$ cat config.mk
export PLATFORM = sky130hd
export DESIGN_NAME = vga_sync
export DESIGN_NICKNAME = d
export VERILOG_FILES = /design/src/rtl/vga_timing_pkg.sv /design/src/rtl/pixel_tick_gen.sv /design/src/rtl/vga_sync.sv
export SDC_FILE = /design/constraint.sdc
export NUM_CORES = 1
export LEC_CHECK = 0
export BUFFER_PORTS_ARGS = -buffer_cell sky130_fd_sc_hd__buf_2
export CAP_MARGIN = 25
export CORE_MARGIN = 1
export CORE_UTILIZATION = 45
export CTS_BUF_LIST = sky130_fd_sc_hd__clkbuf_4 sky130_fd_sc_hd__clkbuf_8
export DETAILED_ROUTE_END_ITERATION = 8
export PLACE_DENSITY = 0.78
export SYNTH_ARGS = -nofsm -noshare
export SYNTH_HDL_FRONTEND = slang
export SYNTH_HIERARCHICAL = 1
export SYNTH_SLANG_ARGS = --single-unit
$ cat constraint.sdc
create_clock -name clk -period 2.6 [get_ports clk]
set_input_delay 0.13 -clock clk [delete_from_list [all_inputs] [get_ports clk]]
set_output_delay 0.13 -clock clk [all_outputs]
set_load 0.02 [all_outputs]
$ cat src/rtl/vga_timing_pkg.sv
// Default 640x480@60 Hz raster timing shared by the sync generator and the pixel stage.
package vga_timing_pkg;

  localparam int COORD_W  = 10;

  localparam int H_ACTIVE = 640;
  localparam int H_FP     = 16;
  localparam int H_SYNC   = 96;
  localparam int H_BP     = 48;
  localparam int V_ACTIVE = 480;
  localparam int V_FP     = 10;
  localparam int V_SYNC   = 2;
  localparam int V_BP     = 33;

  localparam int H_TOTAL  = H_ACTIVE + H_FP + H_SYNC + H_BP;
  localparam int V_TOTAL  = V_ACTIVE + V_FP + V_SYNC + V_BP;

endpackage

$ cat src/rtl/pixel_tick_gen.sv
// One-clock strobe every CLK_DIV clocks; phase restarts at reset so the strobe
// lands in cycle CLK_DIV-1 after release.
module pixel_tick_gen #(
  parameter int CLK_DIV = 4
) (
  input  logic i_clk,
  input  logic i_reset,
  output logic o_tick
);

  localparam int                CNT_W = (CLK_DIV > 1) ? $clog2(CLK_DIV) : 1;
  localparam logic [CNT_W-1:0]  LAST  = CNT_W'(CLK_DIV - 1);

  logic [CNT_W-1:0] r_cnt;
  logic             w_last;

  assign w_last = (r_cnt == LAST);

  always_ff @(posedge i_clk) begin
    if (i_reset) begin
      r_cnt <= '0;
    end else if (w_last) begin
      r_cnt <= '0;
    end else begin
      r_cnt <= r_cnt + CNT_W'(1);
    end
  end

  // Gating with reset keeps the strobe quiet while reset is held, even at CLK_DIV=1.
  assign o_tick = w_last & ~i_reset;

  if (CLK_DIV < 1 || CLK_DIV > 16) begin : g_bad_div
    $error("pixel_tick_gen: CLK_DIV must be in 1..16");
  end

endmodule

$ cat src/rtl/vga_sync.sv
// VGA raster timing: pixel strobe, x/y counters, registered sync and active-video flags.
module vga_sync #(
  parameter int   CLK_DIV  = 4,
  parameter int   H_ACTIVE = vga_timing_pkg::H_ACTIVE,
  parameter int   H_FP     = vga_timing_pkg::H_FP,
  parameter int   H_SYNC   = vga_timing_pkg::H_SYNC,
  parameter int   H_BP     = vga_timing_pkg::H_BP,
  parameter int   V_ACTIVE = vga_timing_pkg::V_ACTIVE,
  parameter int   V_FP     = vga_timing_pkg::V_FP,
  parameter int   V_SYNC   = vga_timing_pkg::V_SYNC,
  parameter int   V_BP     = vga_timing_pkg::V_BP,
  parameter logic SYNC_POL = 1'b0
) (
  input  logic                               clk,
  input  logic                               reset,
  output logic                               p_tick,
  output logic [vga_timing_pkg::COORD_W-1:0] x,
  output logic [vga_timing_pkg::COORD_W-1:0] y,
  output logic                               hsync,
  output logic                               vsync,
  output logic                               video_on,
  output logic                               frame_start
);

  import vga_timing_pkg::*;

  localparam int H_TOT    = H_ACTIVE + H_FP + H_SYNC + H_BP;
  localparam int V_TOT    = V_ACTIVE + V_FP + V_SYNC + V_BP;
  localparam int HS_START = H_ACTIVE + H_FP;
  localparam int HS_END   = HS_START + H_SYNC;
  localparam int VS_START = V_ACTIVE + V_FP;
  localparam int VS_END   = VS_START + V_SYNC;
  localparam logic [COORD_W-1:0] X_LAST = COORD_W'(H_TOT - 1);
  localparam logic [COORD_W-1:0] Y_LAST = COORD_W'(V_TOT - 1);

  if (H_TOT > 1024 || V_TOT > 1024) begin : g_bad_total
    $error("vga_sync: H_TOTAL and V_TOTAL must not exceed 1024");
  end

  logic               w_tick;
  logic [COORD_W-1:0] w_next_x;
  logic [COORD_W-1:0] w_next_y;
  logic               w_hs_act;
  logic               w_vs_act;
  logic               w_von;
  logic [COORD_W-1:0] r_x;
  logic [COORD_W-1:0] r_y;
  logic               r_hsync;
  logic               r_vsync;
  logic               r_video_on;

  pixel_tick_gen #(
    .CLK_DIV (CLK_DIV)
  ) u_tick (
    .i_clk   (clk),
    .i_reset (reset),
    .o_tick  (w_tick)
  );

  always_comb begin
    w_next_x = r_x + COORD_W'(1);
    w_next_y = r_y;
    if (r_x == X_LAST) begin
      w_next_x = '0;
      w_next_y = (r_y == Y_LAST) ? '0 : r_y + COORD_W'(1);
    end
  end

  // Decode from the next position so the flags stay aligned with x/y without output logic.
  assign w_hs_act = (int'(w_next_x) >= HS_START) && (int'(w_next_x) < HS_END);
  assign w_vs_act = (int'(w_next_y) >= VS_START) && (int'(w_next_y) < VS_END);
  assign w_von    = (int'(w_next_x) < H_ACTIVE) && (int'(w_next_y) < V_ACTIVE);

  always_ff @(posedge clk) begin
    if (reset) begin
      r_x        <= '0;
      r_y        <= '0;
      r_hsync    <= ~SYNC_POL;
      r_vsync    <= ~SYNC_POL;
      r_video_on <= 1'b1;
    end else if (w_tick) begin
      r_x        <= w_next_x;
      r_y        <= w_next_y;
      r_hsync    <= w_hs_act ? SYNC_POL : ~SYNC_POL;
      r_vsync    <= w_vs_act ? SYNC_POL : ~SYNC_POL;
      r_video_on <= w_von;
    end
  end

  assign p_tick      = w_tick;
  assign x           = r_x;
  assign y           = r_y;
  assign hsync       = r_hsync;
  assign vsync       = r_vsync;
  assign video_on    = r_video_on;
  assign frame_start = w_tick && (r_x == '0) && (r_y == '0);

endmodule
==> results.md <==
* Final TNS setup at 0 ns
* IO Pins at 27
* Port bufs at 26
* Max-cap violations at 0
* Design area at roughly 1800 sq um
* Pwr Density at 348 nW/um^2
* Syn Std Cell Area at ~1600 sq um
* Critical path type: register to output pin
* Crit-path cells: inv_1 -> ha_1 -> or4b_2 -> nor4_1 -> and4_1 -> buf_2
* CP Capture Type: output pin
* Sw frac at 0.253
* Vias per inst at 5.99
* Most common cell after layout, fill and taps aside: buf_2
* Worst path buffer plus inverter count at 2
* Max stage delay on crit path at roughly 0.58 ns
* Worst path slowest cell: or4b_2
* WP data arrival at about 2.1 ns
* Routability cong. at slightly above 0.9
* Largest net degree at the start of global routing at 29
* Initial Utilization at 0.477
* Status: complete, no violations
* Syn nets at approximately 220
* Final setup viols at 0
* Initial drt markers at roughly 130
* Final routed DRC violation total at 0
* Total Wirelength at 3820 um
* Dpl cells at between 200 and 300
* Worst Clk Skew at approximately 0.011 ns
* Fin util at 0.529
* Rel. slew slack at 0.552
* Biggest area consumer among synthesized cells: dfxtp_1
* EDFF count, synth at 0
* Root Driver: clkbuf_4
* Core area at 3360 sq um
* Global route overflow at 0
* Share of cells above drive strength 1 at 0.182
* Area grow syn2layout at 11.0%
* Final slew viol count at 0
* Final worst path period share at 0.869
* Die Footprint at between 3000 and 4000 sq um
* Main synth FF type: dfxtp_1
* Cell internal pwr at approximately 0.46 mW
* Clock power share at 0.304
* CP Launch Type: register
* Synth area leaders: dfxtp_1 (31%), a21oi_1 (6.2%), nor2_1 (5.9%)
* Clock Sinks at 25
* Unrepaired setup endpoints after global routing: no
* Synthesis Warnings at 6
* Flops & latches, synth at 25
* Part of the power in registers at 0.635
* CP delay by family, top: simple AND/OR/NAND/NOR gates
* Total iterations of the first detailed-routing run at 4
* Unique cell type count in the Yosys netlist at roughly 50
* Fill cell count at around 360
* Mapped Cells at roughly 210
* Most frequent cells in the layout: buf_2 (26), nor2_1 (25), dfxtp_1 (25), a21oi_1 (20), nand2_1 (16)
* First-pass GRT wire length at 6290 um
* F_max at 0.443 GHz
* N_diodes at 0
* Die Span Y at between 60 and 70 um
* Lkg Pwr at roughly 0.65 nW
* Critical Path RT at 2.47 ns
* Syn avg cell area at 7.56 sq um
* Layout Cells excl Fill at between 200 and 300
* Fin crit period at roughly 2.3 ns
* Overall Global Routing Usage at 0.218
* Vias after detailed routing at ~1,700
* Clock-pin slew on the worst setup and hold paths at roughly 0.15 ns
* Final hold vios at 0
* Vias in the first global route at around 1,400
* Yosys top cell area share at 0.312
* Antenna violations before repair at 0
* Rows at 21
* Cts-stage hold buffer count at 0
* TritonCTS clock tree: built
* Power share of the combinational group at 0.061
* Asr flop ratio synth at 0
* CP max FO at 7
* Worst skew pair latency at about 0.34 ns
* Deepest clock path buffer count at 2
* Worst vdd ir at approximately 0.14 mV
* H-tree depth at 1
* CTS buffer count at 3
* DPL Wire Length at 2660 um
* HP Class: input port to register
* Area of placed instances at 1750 sq um
* Seq/Total Area, Yosys at 0.312
* Fin nets at about 240
* DRT antenna net count at 0
* Net switching power at between 0.15 and 0.2 mW
* Wire per inst at about 14 um
* Slew @ Worst Pin at between 0.6 and 0.7 ns
* Die Wd at slightly above 60 um
[cell type report]
type	count	area, sq um	share of cell area
multi-input cells	165	1000	0.565
clock inverters	1	7.51	0.00422
repair buffers	30	160	0.0900
clock buffers	3	22.5	0.0127
well taps	46	57.6	0.0323
flip-flops and latches	25	500	0.281
inverters	7	26.3	0.0148
[through the flow]
stage,setup WS (ns),power (mW),hold WS [ns]
after detailed placement,0.300,0.440,0.429
after global placement,0.387,0.438,0.419
final,0.342,0.619,0.245
after CTS,0.249,0.624,0.246
after global routing,0.118,0.645,0.266
after floorplan,0.507,0.428,0.201
[worst register-to-register path: cells and delay by family (launching register included)]
family	cells	cell delay [ns]
AND/OR/NAND/NOR	4	1.31
flip-flops	1	0.47
adder cells (fa/ha/maj)	1	0.25
AO/OA/AOI/OAI	1	0.14
[final timing paths]
check                                  start                          to  slack, ns  cells after the start
hold reg to reg   u_tick/r_cnt[0]$_SDFF_PP0_  u_tick/r_cnt[0]$_SDFF_PP0_       0.44                      1
setup / recovery           x[0]$_SDFFE_PP0P_                 frame_start       0.34                      6
setup reg to reg           x[0]$_SDFFE_PP0P_           y[5]$_SDFFE_PP0P_       0.36                      6
hold / removal                         reset           x[7]$_SDFFE_PP0P_       0.24                      2
[sequential cells by signal, indices dropped and copies added, names as in the netlist]
signal        flops
video_on          1
hsync             1
vsync             1
y                10
x                10
u_tick/r_cnt      2
[cells by family (layout without fill, tap and decap cells)]
family	after synthesis	count (layout)	synth area share
compound gates	49	49	0.187
xor+xnor	7	7	0.0383
fa+ha+maj	5	5	0.0390
buf+inv	22	41	0.0617
flops	25	25	0.312
mux	2	2	0.0133
simple gates	102	102	0.349
[synthesized netlist by cell type (all sizes together) (7+ instances only)]
library cell / number
nand4: 7
dfxtp: 25
inv: 7
clkbuf: 9
a21oi: 20
nor2: 25
nor3: 9
o21ai: 11
nand2: 17
nand3: 10
[timing repair]
item,in CTS,in global routing
setup buffers,0,0
gates resized for setup,0,1
endpoints found under the setup margin,0,2
[power groups by stage]
stage	clock (mW)	combinational, mW	sequential (mW)
2_1_floorplan	0	0.0252	0.403
3_3_place_gp	0	0.0365	0.401
3_5_place_dp	0	0.0377	0.402
4_1_cts	0.193	0.0380	0.394
5_1_grt	0.208	0.0416	0.395
6_report	0.188	0.0377	0.393
[per-layer routing]
metal / vias up / GRT usage / routed length (um)
met2: 80 / 0.335 / 1720
met4: 0 / 0.0952 / 66
met1: 757 / 0.307 / 1750
met5: - / 0 / 0
met3: 10 / 0.0231 / 275
li1: 812 / - / -
(Power assumes the default switching activity.)
